$ cat src/rtl/div_32_seq_pkg.sv
// Shared constants and types for the sequential 32-bit unsigned divider.
//   Width     : operand/result width (only 32 is supported)
//   NumIter   : number of restoring steps per division
//   CntWidth  : width of the iteration counter
//   LastIter  : counter value of the final restoring step
//   state_e   : controller states (idle, calculating, result valid)
package div_32_seq_pkg;

    localparam int unsigned Width    = 32;
    localparam int unsigned NumIter  = 32;
    localparam int unsigned CntWidth = 5;

    localparam logic [CntWidth-1:0] LastIter = CntWidth'(NumIter - 1);

    typedef enum logic [1:0] {
        StIdle = 2'd0,
        StCalc = 2'd1,
        StDone = 2'd2
    } state_e;

endpackage

$ cat src/rtl/div_32_seq_if.sv
// Request/result bundle for div_32_seq.
//   master : drives start/dividend/divisor, observes busy/done/quotient/remainder/div_by_zero
//   slave  : the divider side of the same signals
interface div_32_seq_if
    import div_32_seq_pkg::*;
#(
    parameter int unsigned WIDTH = Width
);

    logic             start;
    logic [WIDTH-1:0] dividend;
    logic [WIDTH-1:0] divisor;
    logic             busy;
    logic             done;
    logic [WIDTH-1:0] quotient;
    logic [WIDTH-1:0] remainder;
    logic             div_by_zero;

    modport master (
        output start,
        output dividend,
        output divisor,
        input  busy,
        input  done,
        input  quotient,
        input  remainder,
        input  div_by_zero
    );

    modport slave (
        input  start,
        input  dividend,
        input  divisor,
        output busy,
        output done,
        output quotient,
        output remainder,
        output div_by_zero
    );

endinterface

$ cat src/rtl/rca_32.sv
// 32-bit ripple-carry adder.
//   a_i, b_i : addends
//   cin_i    : carry into bit 0
//   sum_o    : a_i + b_i + cin_i, modulo 2^32
//   cout_o   : carry out of bit 31
module rca_32 (
    input  logic [31:0] a_i,
    input  logic [31:0] b_i,
    input  logic        cin_i,
    output logic [31:0] sum_o,
    output logic        cout_o
);

    always_comb begin
        logic carry;
        carry = cin_i;
        sum_o = '0;
        for (int i = 0; i < 32; i++) begin
            sum_o[i] = a_i[i] ^ b_i[i] ^ carry;
            carry    = (a_i[i] & b_i[i]) | (carry & (a_i[i] ^ b_i[i]));
        end
        cout_o = carry;
    end

endmodule

$ cat src/rtl/div_32_seq.sv
// Sequential unsigned divider, one restoring step per clock, 32 steps per division.
//   clk  : clock, all state changes on the rising edge
//   rst  : synchronous active-high reset
//   bus  : div_32_seq_if slave port
//          start/dividend/divisor in; busy, done (1-cycle pulse), quotient, remainder,
//          div_by_zero out. Results hold from done until the next accepted start.
module div_32_seq
    import div_32_seq_pkg::*;
#(
    parameter int unsigned WIDTH = Width  // only 32 is supported
) (
    input  logic         clk,
    input  logic         rst,
    div_32_seq_if.slave  bus
);

    state_e              state_q, state_d;
    logic [WIDTH-1:0]    rem_q, rem_d;        // partial remainder
    logic [WIDTH-1:0]    quo_q, quo_d;        // dividend shifting out / quotient shifting in
    logic [WIDTH-1:0]    div_q, div_d;        // latched divisor
    logic [CntWidth-1:0] cnt_q, cnt_d;
    logic                busy_q, busy_d;
    logic                done_q, done_d;
    logic                dbz_q, dbz_d;
    logic [WIDTH-1:0]    quotient_q, quotient_d;
    logic [WIDTH-1:0]    remainder_q, remainder_d;

    logic [WIDTH:0]      rem_shift;
    logic [WIDTH-1:0]    trial;
    logic                trial_cout;
    logic                step_ok;
    logic [WIDTH-1:0]    rem_step;
    logic [WIDTH-1:0]    quo_step;

    // Trial subtraction R'[31:0] - D as R'[31:0] + ~D + 1.
    rca_32 u_rca (
        .a_i    (rem_shift[WIDTH-1:0]),
        .b_i    (~div_q),
        .cin_i  (1'b1),
        .sum_o  (trial),
        .cout_o (trial_cout)
    );

    // One restoring step. Bit 32 of R' set means R' >= 2^32 > D, so the subtraction
    // always succeeds and the wrapped 32-bit trial is the correct new remainder.
    always_comb begin
        rem_shift = {rem_q, quo_q[WIDTH-1]};
        step_ok   = rem_shift[WIDTH] | trial_cout;
        rem_step  = step_ok ? trial : rem_shift[WIDTH-1:0];
        quo_step  = {quo_q[WIDTH-2:0], step_ok};
    end

    always_comb begin
        state_d     = state_q;
        rem_d       = rem_q;
        quo_d       = quo_q;
        div_d       = div_q;
        cnt_d       = cnt_q;
        busy_d      = busy_q;
        done_d      = 1'b0;
        dbz_d       = dbz_q;
        quotient_d  = quotient_q;
        remainder_d = remainder_q;

        case (state_q)
            StIdle: begin
                if (bus.start) begin
                    quo_d  = bus.dividend;
                    div_d  = bus.divisor;
                    rem_d  = '0;
                    cnt_d  = '0;
                    busy_d = 1'b1;
                    dbz_d  = 1'b0;
                    if (bus.divisor == '0) begin
                        // Skip the iteration entirely and publish the fixed result.
                        state_d     = StDone;
                        done_d      = 1'b1;
                        dbz_d       = 1'b1;
                        quotient_d  = '1;
                        remainder_d = bus.dividend;
                    end else begin
                        state_d = StCalc;
                    end
                end
            end

            StCalc: begin
                rem_d = rem_step;
                quo_d = quo_step;
                cnt_d = cnt_q + 1'b1;
                if (cnt_q == LastIter) begin
                    state_d     = StDone;
                    done_d      = 1'b1;
                    quotient_d  = quo_step;
                    remainder_d = rem_step;
                end
            end

            StDone: begin
                state_d = StIdle;
                busy_d  = 1'b0;
            end

            default: begin
                state_d = StIdle;
                busy_d  = 1'b0;
            end
        endcase
    end

    always_ff @(posedge clk) begin
        if (rst) begin
            state_q     <= StIdle;
            rem_q       <= '0;
            quo_q       <= '0;
            div_q       <= '0;
            cnt_q       <= '0;
            busy_q      <= 1'b0;
            done_q      <= 1'b0;
            dbz_q       <= 1'b0;
            quotient_q  <= '0;
            remainder_q <= '0;
        end else begin
            state_q     <= state_d;
            rem_q       <= rem_d;
            quo_q       <= quo_d;
            div_q       <= div_d;
            cnt_q       <= cnt_d;
            busy_q      <= busy_d;
            done_q      <= done_d;
            dbz_q       <= dbz_d;
            quotient_q  <= quotient_d;
            remainder_q <= remainder_d;
        end
    end

    assign bus.busy        = busy_q;
    assign bus.done        = done_q;
    assign bus.quotient    = quotient_q;
    assign bus.remainder   = remainder_q;
    assign bus.div_by_zero = dbz_q;

endmodule

$ cat src/flat_wrapper.sv
// flat-port wrapper written by rule: the top's interface ports become plain ports
module div_32_seq_flat import div_32_seq_pkg::*;
#(
    parameter int unsigned WIDTH = Width                         
)
  (clk, rst, bus_start, bus_dividend, bus_divisor, bus_busy, bus_done, bus_quotient, bus_remainder, bus_div_by_zero);
  div_32_seq_if #(.WIDTH(WIDTH)) bus_i ();
  input  logic clk;
  input  logic rst;
  input wire logic [$bits(bus_i.start)-1:0] bus_start;
  input wire logic [$bits(bus_i.dividend)-1:0] bus_dividend;
  input wire logic [$bits(bus_i.divisor)-1:0] bus_divisor;
  output wire logic [$bits(bus_i.busy)-1:0] bus_busy;
  output wire logic [$bits(bus_i.done)-1:0] bus_done;
  output wire logic [$bits(bus_i.quotient)-1:0] bus_quotient;
  output wire logic [$bits(bus_i.remainder)-1:0] bus_remainder;
  output wire logic [$bits(bus_i.div_by_zero)-1:0] bus_div_by_zero;
  assign bus_i.start = bus_start;
  assign bus_i.dividend = bus_dividend;
  assign bus_i.divisor = bus_divisor;
  assign bus_busy = bus_i.busy;
  assign bus_done = bus_i.done;
  assign bus_quotient = bus_i.quotient;
  assign bus_remainder = bus_i.remainder;
  assign bus_div_by_zero = bus_i.div_by_zero;
  div_32_seq #(.WIDTH(WIDTH)) u_core (.clk(clk), .rst(rst), .bus(bus_i));
endmodule
$ cat config.mk
export PLATFORM = sky130hd
export DESIGN_NAME = div_32_seq_flat
export DESIGN_NICKNAME = d
export VERILOG_FILES = /design/src/rtl/div_32_seq_pkg.sv /design/src/rtl/div_32_seq_if.sv /design/src/rtl/rca_32.sv /design/src/rtl/div_32_seq.sv /design/src/flat_wrapper.sv
export SDC_FILE = /design/constraint.sdc
export NUM_CORES = 1
export LEC_CHECK = 0
export ABC_AREA = 1
export CORE_MARGIN = 10
export CORE_UTILIZATION = 40
export CTS_CLUSTER_SIZE = 24
export DETAILED_ROUTE_END_ITERATION = 6
export DONT_BUFFER_PORTS = 1
export PLACE_DENSITY = 0.6
export SLEW_MARGIN = 10
export SYNTH_ARGS = -nofsm -noshare
export SYNTH_HDL_FRONTEND = slang
export SYNTH_SLANG_ARGS = --single-unit
$ cat constraint.sdc
create_clock -name clk -period 21.8 [get_ports clk]
set_clock_uncertainty 0.15 [all_clocks]
set_input_delay 4.36 -clock clk [delete_from_list [all_inputs] [get_ports clk]]
set_output_delay 4.36 -clock clk [all_outputs]
set_load 0.01 [all_outputs]
### After elaboration in Yosys (flattened, before gate mapping)

Index checks and enable logic that the tools add are counted.
W data, S select, Z words.

| cells by class | value |
|---|---|
| add/sub/neg operators | 1 |
| eq/ne operators | 5 |
| mux-type cells | 25 |
| bitwise gates (word level) | 162 |
| reduce and logical (&&, ||, !) cells | 8 |

Operators with widths:

| operator | number |
|---|---|
| $mux W32 | 9 |
| $pmux W32 S2 | 4 |
| $and A1 B1 Y1 | 63 |
| $xor A1 B1 Y1 | 63 |
| $or A1 B1 Y1 | 33 |
| $logic_not A32 Y1 | 1 |
| $not A32 Y32 | 1 |
| $pmux W5 S2 | 1 |
| $reduce_and A2 Y1 | 4 |
| $mux W2 | 3 |
| $add A5 B1 Y5 const B | 1 |
| $eq A5 B5 Y1 const B | 1 |
| $mux W5 | 1 |
| $mux W1 | 4 |
| $ne A2 B1 Y1 const B | 2 |
| $pmux W1 S2 | 2 |
| $pmux W2 S2 | 1 |
| $reduce_and A4 Y1 | 1 |
| $eq A2 B1 Y1 const B | 1 |
| $logic_not A2 Y1 | 1 |
| $ne A2 B2 Y1 const B | 1 |
| $not A1 Y1 | 2 |
| $reduce_bool A2 Y1 | 1 |

| word-level totals | value |
|---|---|
| bits in registers | 170 |
| bits of input ports | 67 |
| output and inout bits | 67 |
| word-level logic and storage cells | 211 |

### Depth between registers and ports, before layout

| depth | value |
|---|---|
| depth in word-level cells | 69 |
| gate-level depth with buffers | 43 |
| gate-level depth less buffers | 42 |

### By module

A second synthesis with hierarchy kept.

| unflattened totals | value |
|---|---|
| cell total of the unflattened synthesis | 1172 |
| area total of the unflattened synthesis | 8379.3 um^2 |

By module, submodules not included:

| module | instances | cells an instance | area an instance (um^2) | seq. area each (um^2) |
|---|---|---|---|---|
| div_32_seq | 1 | 1130 | 7701.1 | 3403.3 |
| rca_32 | 1 | 42 | 678.2 | 0.0 |

### Least setup slack after synthesis

OpenSTA, ideal clock, no wires.

| timing | value |
|---|---|
| path type | reg2reg |
| start | register u_core.quo_q[31] |
| end | register u_core.remainder_q[15] (netlist: u_core.bus.remainder[15]) |
| library setup time | 0.115 ns |
| arrival time | 14.799 ns |
| required time | 21.535 ns |
| path slack | 6.736 ns |
| stages on the path, launching flop included | 43 |
| path buffers | 1 |
| clock period less this slack | 15.064 ns |
| cells stage by stage | dfxtp_1 -> inv_1 -> ha_1 -> fa_1 -> fa_1 -> fa_1 -> fa_1 -> fa_1 -> fa_1 -> fa_1 -> fa_1 -> fa_1 -> fa_1 -> fa_1 -> fa_1 -> fa_1 -> fa_1 -> fa_1 -> [... 7 more ...] -> fa_1 -> fa_1 -> fa_1 -> fa_1 -> fa_1 -> fa_1 -> inv_1 -> fa_1 -> fa_1 -> inv_1 -> fa_1 -> nand2_1 -> nor2_2 -> buf_2 -> a21oi_1 -> nand2_1 -> a21oi_1 -> nor2_1 |

| between the ends | value |
|---|---|
| longest elaborated chain between the ends | 68 |
| elaborated cells on any way between the ends | 70 |
| classes of those cells | mux (3); bitwise (67) |

Ends and longest elaborated chain:

| element | RTL line | source |
|---|---|---|
| start, declared | div_32_seq.sv:19 | `logic [WIDTH-1:0] quo_q, quo_d;` |
| start signal, assigned | div_32_seq.sv:126 | `quo_q <= quo_d;` |
| $and A1 B1 Y1 / $xor A1 B1 Y1 (equally long branches) | rca_32.sv:20 | `carry = (a_i[i] & b_i[i]) \| (carry & (a_i[i] ^ b_i[i]));` |
| $or A1 B1 Y1 * | rca_32.sv:20 |  |
| $and A1 B1 Y1 * | rca_32.sv:20 |  |
| $or A1 B1 Y1 * | rca_32.sv:20 |  |
| $and A1 B1 Y1 * | rca_32.sv:20 |  |
| $or A1 B1 Y1 * | rca_32.sv:20 |  |
| $and A1 B1 Y1 * | rca_32.sv:20 |  |
| $or A1 B1 Y1 * | rca_32.sv:20 |  |
| [... 52 more ...] | -- |  |
| $and A1 B1 Y1 | rca_32.sv:20 |  |
| $or A1 B1 Y1 | rca_32.sv:20 |  |
| $and A1 B1 Y1 | rca_32.sv:20 |  |
| $or A1 B1 Y1 | rca_32.sv:20 |  |
| $or A1 B1 Y1 | div_32_seq.sv:48 | `step_ok = rem_shift[WIDTH] \| trial_cout;` |
| $mux W32 * | div_32_seq.sv:49 | `rem_step = step_ok ? trial : rem_shift[WIDTH-1:0];` |
| $mux W32 * | div_32_seq.sv:91 | `if (cnt_q == LastIter) begin` |
| $pmux W32 S2 * | div_32_seq.sv:65 | `case (state_q)` |
| end signal, assigned | div_32_seq.sv:133 | `remainder_q <= remainder_d;` |
| end, declared | div_32_seq.sv:26 | `logic [WIDTH-1:0] remainder_q, remainder_d;` |

Every way passes the cells marked *; elsewhere a longest branch is shown, timed or not. The select of a mux whose other input is x is not followed.
A chain may end at the register's enable or synchronous reset.

### Final worst setup path

| timing | value |
|---|---|
| start | register u_core.quo_q[31] |
| end | register u_core.remainder_q[20] (netlist: u_core.bus.remainder[20]) |

| between the ends | value |
|---|---|
| longest elaborated chain between the ends | 68 |
| elaborated cells on any way between the ends | 70 |
| classes of those cells | mux (3); bitwise (67) |

Ends and longest elaborated chain:

| element | RTL line |
|---|---|
| $and A1 B1 Y1 / $xor A1 B1 Y1 (equally long branches) | rca_32.sv:20 |
| $or A1 B1 Y1 * | rca_32.sv:20 |
| $and A1 B1 Y1 * | rca_32.sv:20 |
| $or A1 B1 Y1 * | rca_32.sv:20 |
| $and A1 B1 Y1 * | rca_32.sv:20 |
| $or A1 B1 Y1 * | rca_32.sv:20 |
| $and A1 B1 Y1 * | rca_32.sv:20 |
| $or A1 B1 Y1 * | rca_32.sv:20 |
| [... 52 more ...] | -- |
| $and A1 B1 Y1 | rca_32.sv:20 |
| $or A1 B1 Y1 | rca_32.sv:20 |
| $and A1 B1 Y1 | rca_32.sv:20 |
| $or A1 B1 Y1 | rca_32.sv:20 |
| $or A1 B1 Y1 | div_32_seq.sv:48 |
| $mux W32 * | div_32_seq.sv:49 |
| $mux W32 * | div_32_seq.sv:91 |
| $pmux W32 S2 * | div_32_seq.sv:65 |

Marks and branches as above.

==> results.ini <==
[timing]
setup_viol = 0
min_period_ps = 15700
timing.final.crit_share_pct = 72.00
slew_headroom_pct = 22.98
worst_slew_pin_slew_ps = 1155
max_freq_mhz = 63.71
fin_tns_setup_ps = 0
slew_viol_final = 0
finalHoldViolCount = 0
rsz0062_at_grt = no

[floorplan]
num_rows = 52
start_util_pct = 40.59
pin_count = 134
dieHeight_um = 163.1
fp.dieW_um = 163.1
core_um2 = 20170
die-area_um2 = 26590

[drt]
wl_met3_mm = 2.025
wl_mm = 22.92
first_iter_violations = 688
ant_nets = 0
avgViaCountPerCell = 5.131
dr_wl_met2_mm = 9.659
drc = 0
wl_met1_mm = 10.84
dr.max_layer_used = met4
via_count = 6824
wl_per_cell_um = 17.23
dr.pass1.iters = 5

[yosys]
synth_nets = 1201
synth_edf_count = 0
ys_async_sr_fraction_pct = 0
yosysTopAreaCell = dfxtp_1
syn_area_per_cell_um2 = 7.442
post-synth-top-count-cell = nand2_1
ys.flop_type = dfxtp_1
yosys-top-cells-count = nand2_1, dfxtp_1, inv_1
syn_inst = 1100
yosys_warnings = 0
synth-seq-cells = 170
syn_area_um2 = 8187
synth_top_area_share_pct = 41.57
synth-seq-area-share_pct = 41.57
ys_top_cells_by_area = dfxtp_1, nand2_1, fa_1, inv_1, a21oi_1
synth.distinct_cells = 30

[setup_path]
worstPathArrival_ps = 15860
critPathLaunchType = flop
cpMostUsedCell = fa_1
crit_fanout = 29
critPathRequiredTime_ps = 21960
crit_path_end_kind = flop
slowest_delay_ps = 470
slowest_stage = fa_1
path_class = flop to flop

[placement]
placedCellCount = 1298
port_buffers = 0
place_congestion = 0.7969
dpl.hpwl_mm = 15.49

[clock_tree]
cts_hold_buf = 0
ctsResizeCount = 0
cts.sink_count = 170
post_cts_buffers = 0
cts_root_buffer = clkbuf_16
clk_latency_ps = 430
numCtsBuffers = 17
clockBufferDepth = 2
cts_max_level = 4
clk_pin_slew_ps = 70
cts_tree = yes

[power]
cellLeakagePower_nw = 3.976
ir_drop_mv = 0.04081
power-per-cell-area_nw_per_um2 = 94.62

[job]
cap_violations = 0

[layout]
seq_area_um2 = 3403
fin_nets = 1148
num_antenna_cells = 0
fillers = 2064
multi_input_area_um2 = 3886
final_cell_count_no_fill = 1330
area_delta_synth_final_pct = 8.085
drive_above_1_share_pct = 5.472

[global_route]
grt_max_degree = 105
grt_pass1_wl_mm = 36.27
antenna_found_initial = 0
grt_pass1_vias = 6202
track_usage_pct = 17.14
grt-ovfl-total = 0

[status]
status = complete, no violations

[min_path]
hp-class = flop to flop

-- metal layers --
| metal | track usage [%] | vias up |
|---|---|---|
| li1 | - | 3433 |
| met1 | 24.42 | 3163 |
| met2 | 23.91 | 205 |
| met3 | 5.361 | 23 |
| met4 | 5.656 | 0 |
| met5 | 0 | - |
-- area by class of cell --
| type | instances | area share, % |
|---|---|---|
| clock inverters | 10 | 1.584 |
| clock buffers | 22 | 5.472 |
| inverters | 146 | 6.236 |
| well taps | 270 | 3.818 |
| repair buffers | 6 | 0.5090 |
| multi-input cells | 706 | 43.92 |
| flip-flops and latches | 170 | 38.46 |
-- critical path, delay by kind of cell (launching register included) --
family	cells	cell delay, ps
adder cells (fa/ha/maj)	32	13880
buffers and inverters	4	450
AO/OA/AOI/OAI	2	440
flip-flops	1	330
AND/OR/NAND/NOR	4	310
-- cell usage in the layout, fill, tap and decap left out, types with 2 or more instances in the layout --
cell type / instances
nand2_4: 3
a21oi_2: 7
nor2_4: 2
nor2_1: 113
nor2_2: 3
o31ai_1: 31
o21ai_0: 67
clkbuf_16: 17
nand4_1: 2
a22oi_1: 2
clkinvlp_4: 3
clkinv_2: 3
bufinv_16: 3
buf_4: 6
dfxtp_1: 170
clkbuf_8: 4
fa_1: 31
nand3b_1: 32
ha_1: 3
a21oi_1: 100
a31oi_1: 30
clkinv_4: 2
inv_2: 4
nand3_1: 33
nand2_1: 213
inv_1: 140
nor3_1: 31
-- logic make-up after synthesis --
group / synth area share [%]
buffers and inverters: 11.11
adder cells (fa/ha/maj): 8.039
AND/OR/NAND/NOR: 22.79
flip-flops: 41.57
AO/OA/AOI/OAI: 16.49
-- sequential cells by signal, indices dropped and copies added, names as in the netlist --
name / cells
u_core.bus.quotient: 32
u_core.bus.remainder: 32
u_core.div_q: 32
u_core.quo_q: 32
u_core.rem_q: 32
u_core.cnt_q: 5
u_core.state_q: 2
u_core.bus.busy: 1
u_core.bus.div_by_zero: 1
u_core.bus.done: 1
-- final timing paths --
path / from / endpoint / slack, ps / depth (start not counted)
min: u_core.cnt_q[4] / u_core.cnt_q[4] / 320 / 2
min reg2reg: u_core.cnt_q[4] / u_core.cnt_q[4] / 320 / 2
max: u_core.quo_q[31] / u_core.bus.remainder[20] / 6100 / 42
max reg2reg: u_core.quo_q[31] / u_core.bus.remainder[20] / 6100 / 42
-- report_power, final --
group	internal, mW	total, mW	switching [mW]
Sequential	0.333	0.351	0.0181
Combinational	0.0568	0.165	0.109
Clock	0.193	0.321	0.128
Total	0.582	0.837	0.255
-- per-stage QoR --
stage | total power, mW | hold WS [ps] | utilization [%] | area (µm²) | worst slack [ps]
floorplan | 0.4845 | 289.9 | - | 8187 | 6736
global placement | 0.5204 | 299.6 | 40.78 | 8224 | 6110
detailed placement | 0.5223 | 304.3 | 40.78 | 8224 | 6022
CTS | 0.8433 | 313.9 | 43.87 | 8848 | 5978
global route | 0.8850 | 337.8 | 43.87 | 8848 | 5448
finish | 0.8372 | 319.5 | 43.87 | 8848 | 6103
Power figures use the tool's default switching activity.
